File: config.mk
export PLATFORM = sky130hd
export DESIGN_NAME = adder_pipe
export DESIGN_NICKNAME = d
export VERILOG_FILES = /design/src/rtl/adder_pipe.sv
export SDC_FILE = /design/constraint.sdc
export NUM_CORES = 1
export LEC_CHECK = 0
export BUFFER_PORTS_ARGS = -buffer_cell sky130_fd_sc_hd__buf_4
export CORE_MARGIN = 5
export CORE_UTILIZATION = 57
export CTS_CLUSTER_DIAMETER = 50
export CTS_CLUSTER_SIZE = 30
export DETAILED_ROUTE_END_ITERATION = 6
export PLACE_DENSITY = 0.76
export SYNTH_ARGS = -nofsm -noshare
export SYNTH_HDL_FRONTEND = slang
export SYNTH_SLANG_ARGS = --single-unit
File: constraint.sdc
create_clock -name clk_i -period 3.76 [get_ports clk_i]
set_input_delay 0.752 -clock clk_i [delete_from_list [all_inputs] [get_ports clk_i]]
set_output_delay 0.752 -clock clk_i [all_outputs]
set_load 0.005 [all_outputs]
File: src/rtl/adder_pipe.sv
// Pipelined add/subtract unit: a WIDTH-bit ripple chain split into CHUNK-bit registered stages,
// with carry/borrow in, carry/overflow/zero flags and a global-stall valid/ready handshake.
module adder_pipe #(
  parameter int unsigned WIDTH = 32,
  parameter int unsigned CHUNK = 8
) (
  input  logic             clk_i,
  input  logic             rst_ni,
  input  logic             valid_i,
  output logic             ready_o,
  input  logic [WIDTH-1:0] data0_i,
  input  logic [WIDTH-1:0] data1_i,
  input  logic             carry_i,
  input  logic             sub_i,
  output logic             valid_o,
  input  logic             ready_i,
  output logic [WIDTH-1:0] sum_o,
  output logic             carry_o,
  output logic             overflow_o,
  output logic             zero_o
);

  localparam int unsigned STAGES = WIDTH / CHUNK;
  localparam int unsigned LAST   = STAGES - 1;

  if (CHUNK == 0 || STAGES < 1 || (WIDTH % CHUNK) != 0) begin : g_param_check
    $error("adder_pipe: WIDTH must be a non-zero multiple of CHUNK");
  end

  // Stage k registers hold the full-width operands and partial sum: bits below the processed
  // boundary of s_q are final, bits above it in a_q/b_q are still to be added.
  logic [WIDTH-1:0]  a_q [STAGES];
  logic [WIDTH-1:0]  b_q [STAGES];
  logic [WIDTH-1:0]  s_q [STAGES];
  logic [STAGES-1:0] c_q;
  logic [STAGES-1:0] v_q;
  logic              cmsb_q;

  logic [WIDTH-1:0]  a_in [STAGES];
  logic [WIDTH-1:0]  b_in [STAGES];
  logic [WIDTH-1:0]  s_in [STAGES];
  logic [STAGES-1:0] c_in;
  logic [STAGES-1:0] v_in;

  logic [WIDTH-1:0]  s_d [STAGES];
  logic [STAGES-1:0] c_d;
  logic              cmsb_d;
  logic              adv;

  assign valid_o    = v_q[LAST];
  assign sum_o      = s_q[LAST];
  assign carry_o    = c_q[LAST];
  assign overflow_o = cmsb_q ^ c_q[LAST];
  assign zero_o     = (s_q[LAST] == '0);

  assign adv     = !valid_o || ready_i;
  assign ready_o = adv;

  // Subtraction is A + ~B + ~borrow, so carry_o reads as "no borrow".
  always_comb begin
    a_in = '{default: '0};
    b_in = '{default: '0};
    s_in = '{default: '0};
    c_in = '0;
    v_in = '0;
    a_in[0] = data0_i;
    b_in[0] = sub_i ? ~data1_i : data1_i;
    c_in[0] = carry_i ^ sub_i;
    v_in[0] = valid_i;
    for (int unsigned k = 1; k < STAGES; k++) begin
      a_in[k] = a_q[k-1];
      b_in[k] = b_q[k-1];
      s_in[k] = s_q[k-1];
      c_in[k] = c_q[k-1];
      v_in[k] = v_q[k-1];
    end
  end

  always_comb begin
    logic [CHUNK:0] part;
    part = '0;
    s_d  = '{default: '0};
    c_d  = '0;
    for (int unsigned k = 0; k < STAGES; k++) begin
      part = {1'b0, a_in[k][k*CHUNK +: CHUNK]} + {1'b0, b_in[k][k*CHUNK +: CHUNK]}
           + {{CHUNK{1'b0}}, c_in[k]};
      s_d[k] = s_in[k];
      s_d[k][k*CHUNK +: CHUNK] = part[CHUNK-1:0];
      c_d[k] = part[CHUNK];
    end
  end

  // Carry into the MSB recovered from the MSB sum bit and its two operand bits.
  assign cmsb_d = s_d[LAST][WIDTH-1] ^ a_in[LAST][WIDTH-1] ^ b_in[LAST][WIDTH-1];

  always_ff @(posedge clk_i) begin
    if (!rst_ni) begin
      a_q    <= '{default: '0};
      b_q    <= '{default: '0};
      s_q    <= '{default: '0};
      c_q    <= '0;
      v_q    <= '0;
      cmsb_q <= 1'b0;
    end else if (adv) begin
      a_q    <= a_in;
      b_q    <= b_in;
      s_q    <= s_d;
      c_q    <= c_d;
      v_q    <= v_in;
      cmsb_q <= cmsb_d;
    end
  end

endmodule

==> impl_results.md <==
* Start point of the critical path: sum_o[24]
* Initial antenna violation count at 0
* Post-DP HPWL at 11400 um
* Setup crit end kind: output pin
* DR WL/cell at 13.7 um
* Ports at 107
* Worst slew margin at 42.3%
* Worst hold path startpoint: s_d[36]
* WHS Path Cells at 2
* Die width at 128 um
* Clock share of power at 41.3%
* TritonCTS clock tree: built
* Maximum VDD drop at 332 uV
* Tot Pwr at 4.57 mW
* Design Area, Final at 9470 um2
* Synth Cell Area at 7990 um2
* CP max FO at 3
* Worst r2r path cells at 7
* Power Density at 482 nW/um2
* Hold-fix buffers, CTS at 0
* Num rows at 43
* CTS max path bufs at 2
* Final setup violation count at 0
* Final Cycle Share at 65.9%
* Fin cells at 1240
* Core area at 13800 um2
* Total GRT Usage at 21.6%
* Worst min-delay path class: reg2reg
* Post-CTS Resized at 0
* Post-CTS Setup Repair Bufs at 0
* FILL cells at 1167
* Min Tclk post-route at 2.48 ns
* Number of global-route vias before repair at 6104
* GR met1 Demand/Resource at 33.1%
* Via count at 6682
* Worst skew pair latency at 0.43 ns
* Sw Pwr at 1.09 mW
* Synth Net Count at 1088
* Final WL at 17000 um
* Arr. time, crit path at 1.73 ns
* TNS Setup at 0 ns
* Clk_skew at 0.00941 ns
* Avg Inst Size Synth at 8.13 um2
* Combinational share of power at 11.1%
* Synth-to-layout area growth at 18.5%
* Detail Route Antenna Nets at 0
* DRT Pass-1 Iters at 5
* First-pass GRT wire length at 29400 um
* Int Power at 3.47 mW
* Port bufs at 106
* Largest net degree at the start of global routing at 131
* Sw frac at 23.9%
* Met3 Use GR at 3.90%
* Critical path class: reg2out
* Hold Vio Cnt, Final at 0
* P_leak at 3.84 nW
* Placed cell areas at 8840 um2
* DRC Markers at 0
* Status: finished, final reports clean
* Hold EP: s_d[36]
* Yosys top cell by area: dfxtp_1
* Nets at 1154
* Data required, critical path at 3.01 ns
* RSZ-0062 raised after global routing: false
* RR Endpoint: c_q[2]
* Crit path launch type: register
* Synth top area share at 46.4%
* Peak Freq at 404 MHz
* Clock slew at reported path FFs at 0.07 ns
* Starting Density at 57.8%
* Full die area at 16500 um2
* Max cap viols at 0
* Routability Congestion at 0.857
* Worst Tran Pin Value at 0.866 ns
* Placed Instances at 1209
* N_diodes at 0
* Die Span Y at 128 um
* Drt initial violations at 602
* Vias per cell at 5.39
* Gr busiest metal: met1
* Flop pwr share at 47.6%
* Slew Limit Fails at 0
* Clock Sinks at 185
* R2R setup slack at 1.39 ns
* CTS root buffer: clkbuf_16
* Hold slack final at 0.452 ns
* Grt met2 use at 31.0%
* R2R Path Start: a_in[48]
* Syn Inst Count at 982
* Ratio of cells with drive above 1 in the final layout at 14.4%
* H-tree depth at 4
* Synth area leaders: dfxtp_1 46%, nand2_1 13%, a21oi_1 9.3%
* CTS Buf Count at 17
* Post-synth cell types at 40
* Yosys reg bits at 185
* YS warnings at 0
* Register area share after synthesis at 46.4%
* Aggregate global routing overflow at 0
## sequential cells by signal (all words and copies together), names as in the netlist
signal,count
c_q,4
cmsb_q,1
a_in,48
s_d,48
b_in,48
v_q,4
sum_o,32
## worst max-delay path: stages (launching register included)
cell and delay [ns]:
dfxtp_1 0.34, nor4_1 0.56, nand4_1 0.16, nor2_1 0.12, buf_4 0.11
## layout by cell type, fill, tap and decap left out, drive strengths merged, types with 6 or more instances in the layout
master  synthesis  layout
nand2         281     281
or3            10      10
nor4            8       8
o211ai         10      10
ha             28      28
nand3          14      14
xor2           11      11
nand2b          6       6
dfxtp         185     185
a21oi         149     149
o21a            6       6
nor2b           7       7
xnor2          29      29
nor2           39      39
o21ai          23      23
clkbuf         34      18
inv            12      15
buf            36     117
a211oi         34      34
fa              8       8
nand4           7       7
nor3            8       8
## cell type report
type | instances | area (um2) | area share, %
multi-input cells | 715 | 3950 | 41.7
flip-flops and latches | 185 | 3700 | 39.1
repair buffers | 117 | 903 | 9.54
clock buffers | 18 | 439 | 4.64
well taps | 180 | 225 | 2.38
clock inverters | 13 | 191 | 2.02
inverters | 12 | 52.6 | 0.555
## cells in the mapped netlist
| library cell | n |
|---|---|
| o22ai_1 | 3 |
| a21o_1 | 3 |
| nand4_1 | 7 |
| o31ai_1 | 3 |
| o2111ai_1 | 1 |
| nand3_1 | 14 |
| o21a_1 | 6 |
| or3_1 | 10 |
| nor2_1 | 39 |
| xnor2_1 | 29 |
| a211oi_2 | 1 |
| ha_1 | 28 |
| buf_1 | 10 |
| a221oi_2 | 1 |
| o221ai_1 | 2 |
| o21bai_1 | 2 |
| nor4b_1 | 3 |
| dfxtp_1 | 185 |
| nand2_1 | 281 |
| o2111a_1 | 1 |
| buf_2 | 26 |
| nor3b_1 | 3 |
| a21oi_1 | 149 |
| or4_1 | 3 |
| xor2_1 | 11 |
| and2_1 | 3 |
| nor3_1 | 8 |
| o21ai_0 | 23 |
| a221oi_1 | 4 |
| a211oi_1 | 33 |
| inv_2 | 1 |
| nor4_1 | 8 |
| nor2b_1 | 7 |
| fa_1 | 8 |
| o211ai_1 | 10 |
| a31oi_1 | 3 |
| a211o_1 | 2 |
| clkbuf_1 | 34 |
| nand2b_1 | 6 |
| inv_1 | 11 |
## cell families (layout without fill, tap and decap cells)
logic type	Yosys count	count (layout)	synth area share, %
adders and majority gates	36	36	6.39
xor gates and xnor gates	40	40	4.39
and+or+nand+nor	392	392	20.5
DFF	185	185	46.4
buffers and inverters	82	160	4.26
AOI/OAI and AO/OA	247	247	18.1
## per-stage QoR
step	setup WS (ns)	utilization, %
4_1_cts	1.22	68.5
6_report	1.28	68.5
3_5_place_dp	0.962	63.9
3_3_place_gp	1.02	63.9
5_1_grt	1.20	68.5
2_1_floorplan	0.885	-
## per-layer routing
| layer | up-vias | part of all wire [%] | wire (um) |
|---|---|---|---|
| li1 | 3476 | - | - |
| met4 | 0 | 1.7 | 282 |
| met5 | - | 0 | 0 |
| met2 | 145 | 43 | 7280 |
| met1 | 3038 | 51 | 8580 |
| met3 | 23 | 4.9 | 836 |
## how the worst max path moves through the flow
stage                         to  depth (start not counted)
after floorplan           c_q[0]                         11
after global placement    c_q[0]                         10
after detailed placement  c_q[0]                         10
after CTS                 zero_o                          4
after global routing      c_q[0]                         10
final                     zero_o                          4
## power groups by stage
stage / clock [mW] / sequential (mW) / combinational (mW)
final: 1.89 / 2.17 / 0.507
after global routing: 2.00 / 2.19 / 0.575
after global placement: 0 / 2.21 / 0.495
after CTS: 1.92 / 2.17 / 0.508
after detailed placement: 0 / 2.21 / 0.503
after floorplan: 0 / 2.19 / 0.342
(Power assumes the default switching activity.)
